`src/rtl/msrv32_wb_mux_pipe_pkg.sv`:
```
// rtl/msrv32_wb_mux_pipe_pkg.sv - shared constants, wb source indices and skid state encoding
package msrv32_pkg;

    localparam int XLEN_DEF = 32;
    localparam int RADDR_W  = 5;

    // Named writeback source slots; indices 6 and up are spare.
    localparam int WB_ALU    = 0;
    localparam int WB_LU     = 1;
    localparam int WB_IMM    = 2;
    localparam int WB_IADDER = 3;
    localparam int WB_CSR    = 4;
    localparam int WB_PC4    = 5;

    typedef enum logic [1:0] {
        EMPTY = 2'd0,
        ONE   = 2'd1,
        FULL  = 2'd2
    } skid_state_e;

endpackage

```
`src/rtl/msrv32_wb_mux_pipe_if.sv`:
```
// rtl/msrv32_wb_mux_pipe_if.sv - valid/ready writeback entry channel {data, rd, wr_en}
interface msrv32_wb_mux_pipe_if #(parameter int XLEN = 32);
    logic            valid;
    logic            ready;
    logic [XLEN-1:0] data;
    logic [4:0]      rd;
    logic            wr_en;

    modport master (output valid, data, rd, wr_en, input ready);
    modport slave  (input valid, data, rd, wr_en, output ready);
endinterface

```
`src/rtl/msrv32_wb_mux_pipe_skid_buf.sv`:
```
// rtl/msrv32_wb_mux_pipe_skid_buf.sv - 2-entry valid/ready skid buffer (main + skid register)
module msrv32_wb_skid_buf
    import msrv32_pkg::*;
#(
    parameter int XLEN = 32
) (
    input  logic                   clk_i,
    input  logic                   rst_n_i,
    input  logic                   flush_i,
    msrv32_wb_mux_pipe_if.slave    in_s,
    msrv32_wb_mux_pipe_if.master   out_m
);

    skid_state_e     state_q, state_d;
    logic [XLEN-1:0] main_data_q, main_data_d, skid_data_q, skid_data_d;
    logic [4:0]      main_rd_q, main_rd_d, skid_rd_q, skid_rd_d;
    logic            main_we_q, main_we_d, skid_we_q, skid_we_d;
    logic            accept, xfer;

    assign in_s.ready  = (state_q != FULL);
    assign out_m.valid = (state_q != EMPTY);
    assign out_m.data  = main_data_q;
    assign out_m.rd    = main_rd_q;
    assign out_m.wr_en = main_we_q && (state_q != EMPTY);

    assign accept = in_s.valid && (state_q != FULL);
    assign xfer   = out_m.ready && (state_q != EMPTY);

    always_comb begin
        state_d     = state_q;
        main_data_d = main_data_q;
        main_rd_d   = main_rd_q;
        main_we_d   = main_we_q;
        skid_data_d = skid_data_q;
        skid_rd_d   = skid_rd_q;
        skid_we_d   = skid_we_q;
        // Flush beats both accept and transfer; held data is left as-is.
        if (flush_i) begin
            state_d = EMPTY;
        end else begin
            unique case (state_q)
                EMPTY: if (accept) begin
                    main_data_d = in_s.data;
                    main_rd_d   = in_s.rd;
                    main_we_d   = in_s.wr_en;
                    state_d     = ONE;
                end
                ONE: begin
                    if (accept && xfer) begin
                        main_data_d = in_s.data;
                        main_rd_d   = in_s.rd;
                        main_we_d   = in_s.wr_en;
                    end else if (accept) begin
                        skid_data_d = in_s.data;
                        skid_rd_d   = in_s.rd;
                        skid_we_d   = in_s.wr_en;
                        state_d     = FULL;
                    end else if (xfer) begin
                        state_d = EMPTY;
                    end
                end
                FULL: if (xfer) begin
                    main_data_d = skid_data_q;
                    main_rd_d   = skid_rd_q;
                    main_we_d   = skid_we_q;
                    state_d     = ONE;
                end
                default: state_d = EMPTY;
            endcase
        end
    end

    always_ff @(posedge clk_i or negedge rst_n_i) begin
        if (!rst_n_i) begin
            state_q     <= EMPTY;
            main_data_q <= '0;
            main_rd_q   <= '0;
            main_we_q   <= 1'b0;
            skid_data_q <= '0;
            skid_rd_q   <= '0;
            skid_we_q   <= 1'b0;
        end else begin
            state_q     <= state_d;
            main_data_q <= main_data_d;
            main_rd_q   <= main_rd_d;
            main_we_q   <= main_we_d;
            skid_data_q <= skid_data_d;
            skid_rd_q   <= skid_rd_d;
            skid_we_q   <= skid_we_d;
        end
    end

endmodule

```
`src/rtl/msrv32_wb_mux_pipe.sv`:
```
// rtl/msrv32_wb_mux_pipe.sv - registered writeback select with skid buffer; MSRV32_WB_FWD_EN adds bypass outputs
module msrv32_wb_mux_pipe
    import msrv32_pkg::*;
#(
    parameter  int XLEN    = XLEN_DEF,
    parameter  int NUM_SRC = 8,
    localparam int SEL_W   = $clog2(NUM_SRC)
) (
    input  logic                    ms_riscv32_mp_clk_in,
    input  logic                    ms_riscv32_mp_rst_n_in,
    input  logic                    valid_in,
    output logic                    ready_out,
    input  logic [SEL_W-1:0]        wb_mux_sel_in,
    input  logic [NUM_SRC*XLEN-1:0] src_data_in,
    input  logic [RADDR_W-1:0]      rd_addr_in,
    input  logic                    rf_wr_en_in,
    input  logic                    alu_src_in,
    input  logic [XLEN-1:0]         imm_in,
    input  logic [XLEN-1:0]         rs2_in,
    input  logic                    flush_in,
    input  logic                    wb_ready_in,
    output logic                    wb_valid_out,
    output logic [XLEN-1:0]         wb_data_out,
    output logic [RADDR_W-1:0]      wb_rd_out,
    output logic                    wb_wr_en_out,
    output logic [XLEN-1:0]         alu_2nd_src_out,
    output logic                    illegal_sel_out,
    output logic                    fwd_valid_out,
    output logic [RADDR_W-1:0]      fwd_rd_out,
    output logic [XLEN-1:0]         fwd_data_out
);

    msrv32_wb_mux_pipe_if #(.XLEN(XLEN)) up_if ();
    msrv32_wb_mux_pipe_if #(.XLEN(XLEN)) dn_if ();

    logic [XLEN-1:0] sel_data;
    logic            sel_hit;
    logic            illegal_q, illegal_d;

    // A select that matches no source yields zero data and no write.
    always_comb begin
        sel_data = '0;
        sel_hit  = 1'b0;
        for (int k = 0; k < NUM_SRC; k++) begin
            if (wb_mux_sel_in == SEL_W'(k)) begin
                sel_data = src_data_in[k*XLEN +: XLEN];
                sel_hit  = 1'b1;
            end
        end
    end

    assign up_if.valid = valid_in;
    assign up_if.data  = sel_data;
    assign up_if.rd    = rd_addr_in;
    assign up_if.wr_en = rf_wr_en_in && sel_hit && (rd_addr_in != '0);
    assign ready_out   = up_if.ready;

    assign dn_if.ready   = wb_ready_in;
    assign wb_valid_out  = dn_if.valid;
    assign wb_data_out   = dn_if.data;
    assign wb_rd_out     = dn_if.rd;
    assign wb_wr_en_out  = dn_if.wr_en;

    assign alu_2nd_src_out = alu_src_in ? imm_in : rs2_in;

    always_comb begin
        illegal_d = illegal_q | (valid_in && ready_out && !flush_in && !sel_hit);
    end

    always_ff @(posedge ms_riscv32_mp_clk_in or negedge ms_riscv32_mp_rst_n_in) begin
        if (!ms_riscv32_mp_rst_n_in) illegal_q <= 1'b0;
        else                         illegal_q <= illegal_d;
    end

    assign illegal_sel_out = illegal_q;

    msrv32_wb_skid_buf #(.XLEN(XLEN)) u_skid (
        .clk_i   (ms_riscv32_mp_clk_in),
        .rst_n_i (ms_riscv32_mp_rst_n_in),
        .flush_i (flush_in),
        .in_s    (up_if),
        .out_m   (dn_if)
    );

`ifdef MSRV32_WB_FWD_EN
    assign fwd_valid_out = wb_valid_out && wb_wr_en_out;
    assign fwd_rd_out    = wb_rd_out;
    assign fwd_data_out  = wb_data_out;
`else
    assign fwd_valid_out = 1'b0;
    assign fwd_rd_out    = '0;
    assign fwd_data_out  = '0;
`endif

endmodule

```
`config.mk`:
```
export PLATFORM = sky130hd
export DESIGN_NAME = msrv32_wb_mux_pipe
export DESIGN_NICKNAME = d
export VERILOG_FILES = /design/src/rtl/msrv32_wb_mux_pipe_pkg.sv /design/src/rtl/msrv32_wb_mux_pipe_if.sv /design/src/rtl/msrv32_wb_mux_pipe_skid_buf.sv /design/src/rtl/msrv32_wb_mux_pipe.sv
export SDC_FILE = /design/constraint.sdc
export NUM_CORES = 1
export LEC_CHECK = 0
export CORE_AREA = 2 2 172 174
export DETAILED_ROUTE_END_ITERATION = 7
export DIE_AREA = 0 0 174 176
export PLACE_DENSITY = 0.64
export SKIP_CTS_REPAIR_TIMING = 1
export SYNTH_ARGS = -nofsm -noshare
export SYNTH_HDL_FRONTEND = slang
export SYNTH_SLANG_ARGS = --single-unit
export TNS_END_PERCENT = 30
```
`constraint.sdc`:
```
create_clock -name ms_riscv32_mp_clk_in -period 3.82 [get_ports ms_riscv32_mp_clk_in]
set_clock_uncertainty 0.2 [all_clocks]
set_input_delay 0.764 -clock ms_riscv32_mp_clk_in [delete_from_list [all_inputs] [get_ports ms_riscv32_mp_clk_in]]
set_output_delay 0.764 -clock ms_riscv32_mp_clk_in [all_outputs]
set_load 0.02 [all_outputs]
```
==> flow_summary.toml <==
[logic_synthesis]
synth_area_um2 = 6540
yosys_warnings = 0
synthSimpleGateAreaFrac_pct = 8.80
postSynth.asyncResetShare_pct = 100
synth-compound-area-share_pct = 27.0
synth-xor-area-share_pct = 0
syn-instance-count = 664
ys_ff_latch = 79
synth_cell_types = 37
synth-edff-count = 0
synth_top_family_by_area = "compound AO/OA/AOI/OAI gates"
synthMuxAreaShare_pct = 22.9
synth-adder-area-share_pct = 0
avgSynthCellArea_um2 = 9.85
ys.flop_type = "dfrtp_1"
synth-seq-area-share_pct = 30.2

[sta]
hold_violations = 0
maxSlewHeadroom_pct = 25.0
fin_tns_setup_ns = 0
whs_ns = 0.179
rsz0062_at_grt = "false"
setup_viol = 0
slew_violations = 0
period_needed_ns = 3.36
tightestPinTransition_ns = 1.13
fmax_mhz = 298
period_share_pct = 87.9

[clocking]
cts_made_buffers = 9
insertion_delay_ns = 0.33
cts_tree = "yes"
cts_root_buffer = "clkbuf_16"
h-tree-depth = 3
cts_buffer_depth = 2
clkTransAtPathRegs_ns = 0.06
clkSinkCount = 79

[floorplan]
die_w_um = 174
top_level_ports = 446
initial_core_util_pct = 22.9
rows = 62
die-height_um = 176
core-area_um2 = 28500
dieArea_um2 = 30600

[routing]
drtPass1Iterations = 4
drc_errors = 0
drtIter0Drc = 295
wirelength_um = 27100
post_drt_via_cell_ratio = 4.75
wl_per_cell_um = 19.1
vias = 6740
ant_nets = 0

[global_routing]
antenna_found_initial = 2
grt-ovfl-total = 0
grt_max_degree = 80
grt_pass1_wl_um = 40100
grt_pass1_vias = 6639
track_usage_pct = 16.8

[placement]
dp.cells = 1399
place_congestion = 0.877
dp_hpwl_um = 21800
portBuffers = 407

[final_layout]
fin_util_pct = 39.0
drive_above_1_share_pct = 12.9
layout_common_cells = "clkdlybuf4s50_1 (403), dfrtp_1 (79), mux2_2 (59)"
regArea_um2 = 1980
nets = 1361
layout_commonest_cell = "clkdlybuf4s50_1"
fin_cells = 1418
fill_cells = 2882
multi_input_area_um2 = 4000
layout-area-overhead-vs-synth_pct = 70.1

[power_and_ir_drop]
p_leak_uw = 0.00452
power_uw = 3430
power_density_nw_per_um2 = 308
vdd_drop_max_v = 0.000188

[critical_path]
crit_fanout = 32
crit_type = "in2out"
worstPathRequired_ns = 2.86
critPathLaunchType = "primary input"
end_kind = "output pin"
cp.arrival_ns = 2.39

[status]
status = "complete, no violations"

[worst_hold_path]
min_path_type = "reg2reg"

[job]
cap_viol_max_count = 0
[logic make-up after synthesis]
logic type,Yosys count
AOI/OAI and AO/OA,240
buffers and inverters,142
muxes,101
and+or+nand+nor,101
DFF,79
other,1
[worst paths after layout]
check	startpoint	endpoint	slack (ns)	depth (start not counted)
min in group asynchronous	ms_riscv32_mp_rst_n_in	illegal_sel_out	0.38	1
worst max-delay path	alu_src_in	alu_2nd_src_out[11]	0.46	4
worst min register to register	illegal_sel_out	illegal_sel_out	0.18	0
worst min-delay path	illegal_sel_out	illegal_sel_out	0.18	0
worst max register to register	u_skid.state_q[1]	u_skid.skid_data_q[2]	1.49	3
max in group asynchronous	ms_riscv32_mp_rst_n_in	u_skid.skid_data_q[21]	2.36	1
[stage by stage]
stage / instance area [um^2] / setup WS, ns
final: 11100 / 0.462
after global routing: 11100 / 0.405
after CTS: 11100 / 0.452
after detailed placement: 10800 / 0.454
after global placement: 10800 / 0.471
after floorplan: 6680 / 1.15
[report_power, final]
part	total [uW]	internal [uW]	switching (uW)
Clock	814	460	354
Sequential	1170	1060	109
Combinational	1450	834	618
[layer usage]
| layer | track usage (%) | share of wire, % |
|---|---|---|
| met2 | 27.7 | 49 |
| met4 | 3.68 | 0.77 |
| met5 | 0 | 0 |
| met1 | 23.0 | 45 |
| met3 | 3.12 | 5.9 |
[worst max-delay path, stage by stage]
cell and delay (ns):
clkdlybuf4s50_1 0.50, buf_12 0.21, mux2_2 0.37, clkdlybuf4s50_1 0.54
[cell type report]
type	instances	share of cell area [%]
diodes	3	0.0675
clock buffers	10	2.15
clock inverters	6	0.394
inverters	34	1.15
multi-input cells	480	36.0
flip-flops and latches	79	17.8
well taps	384	4.32
repair buffers	422	38.2
[registers in the layout (all words and copies together) (netlist names)]
name	flops
u_skid.out_m.data	32
u_skid.skid_data_q	32
u_skid.state_q	2
u_skid.skid_rd_q	5
u_skid.out_m.rd	5
u_skid.main_we_q	1
u_skid.skid_we_q	1
illegal_sel_out	1
[synth_stat cells, types with 18 or more instances]
cell type,count,area share [%]
dfrtp_1,79,30
mux2_2,59,10
clkbuf_1,43,2.5
buf_4,40,4.6
o21ai_0,38,2.9
a21oi_1,37,2.8
and3_1,33,3.2
inv_1,33,1.9
nor2b_1,33,3.2
mux4_2,32,11
o22a_1,32,4.3
a211oi_1,31,3.6
a221o_1,31,4.7
a22o_1,31,4.2
a22oi_1,31,3.6
buf_2,18,1.4
No activity file was read; power rests on OpenSTA's default activity.
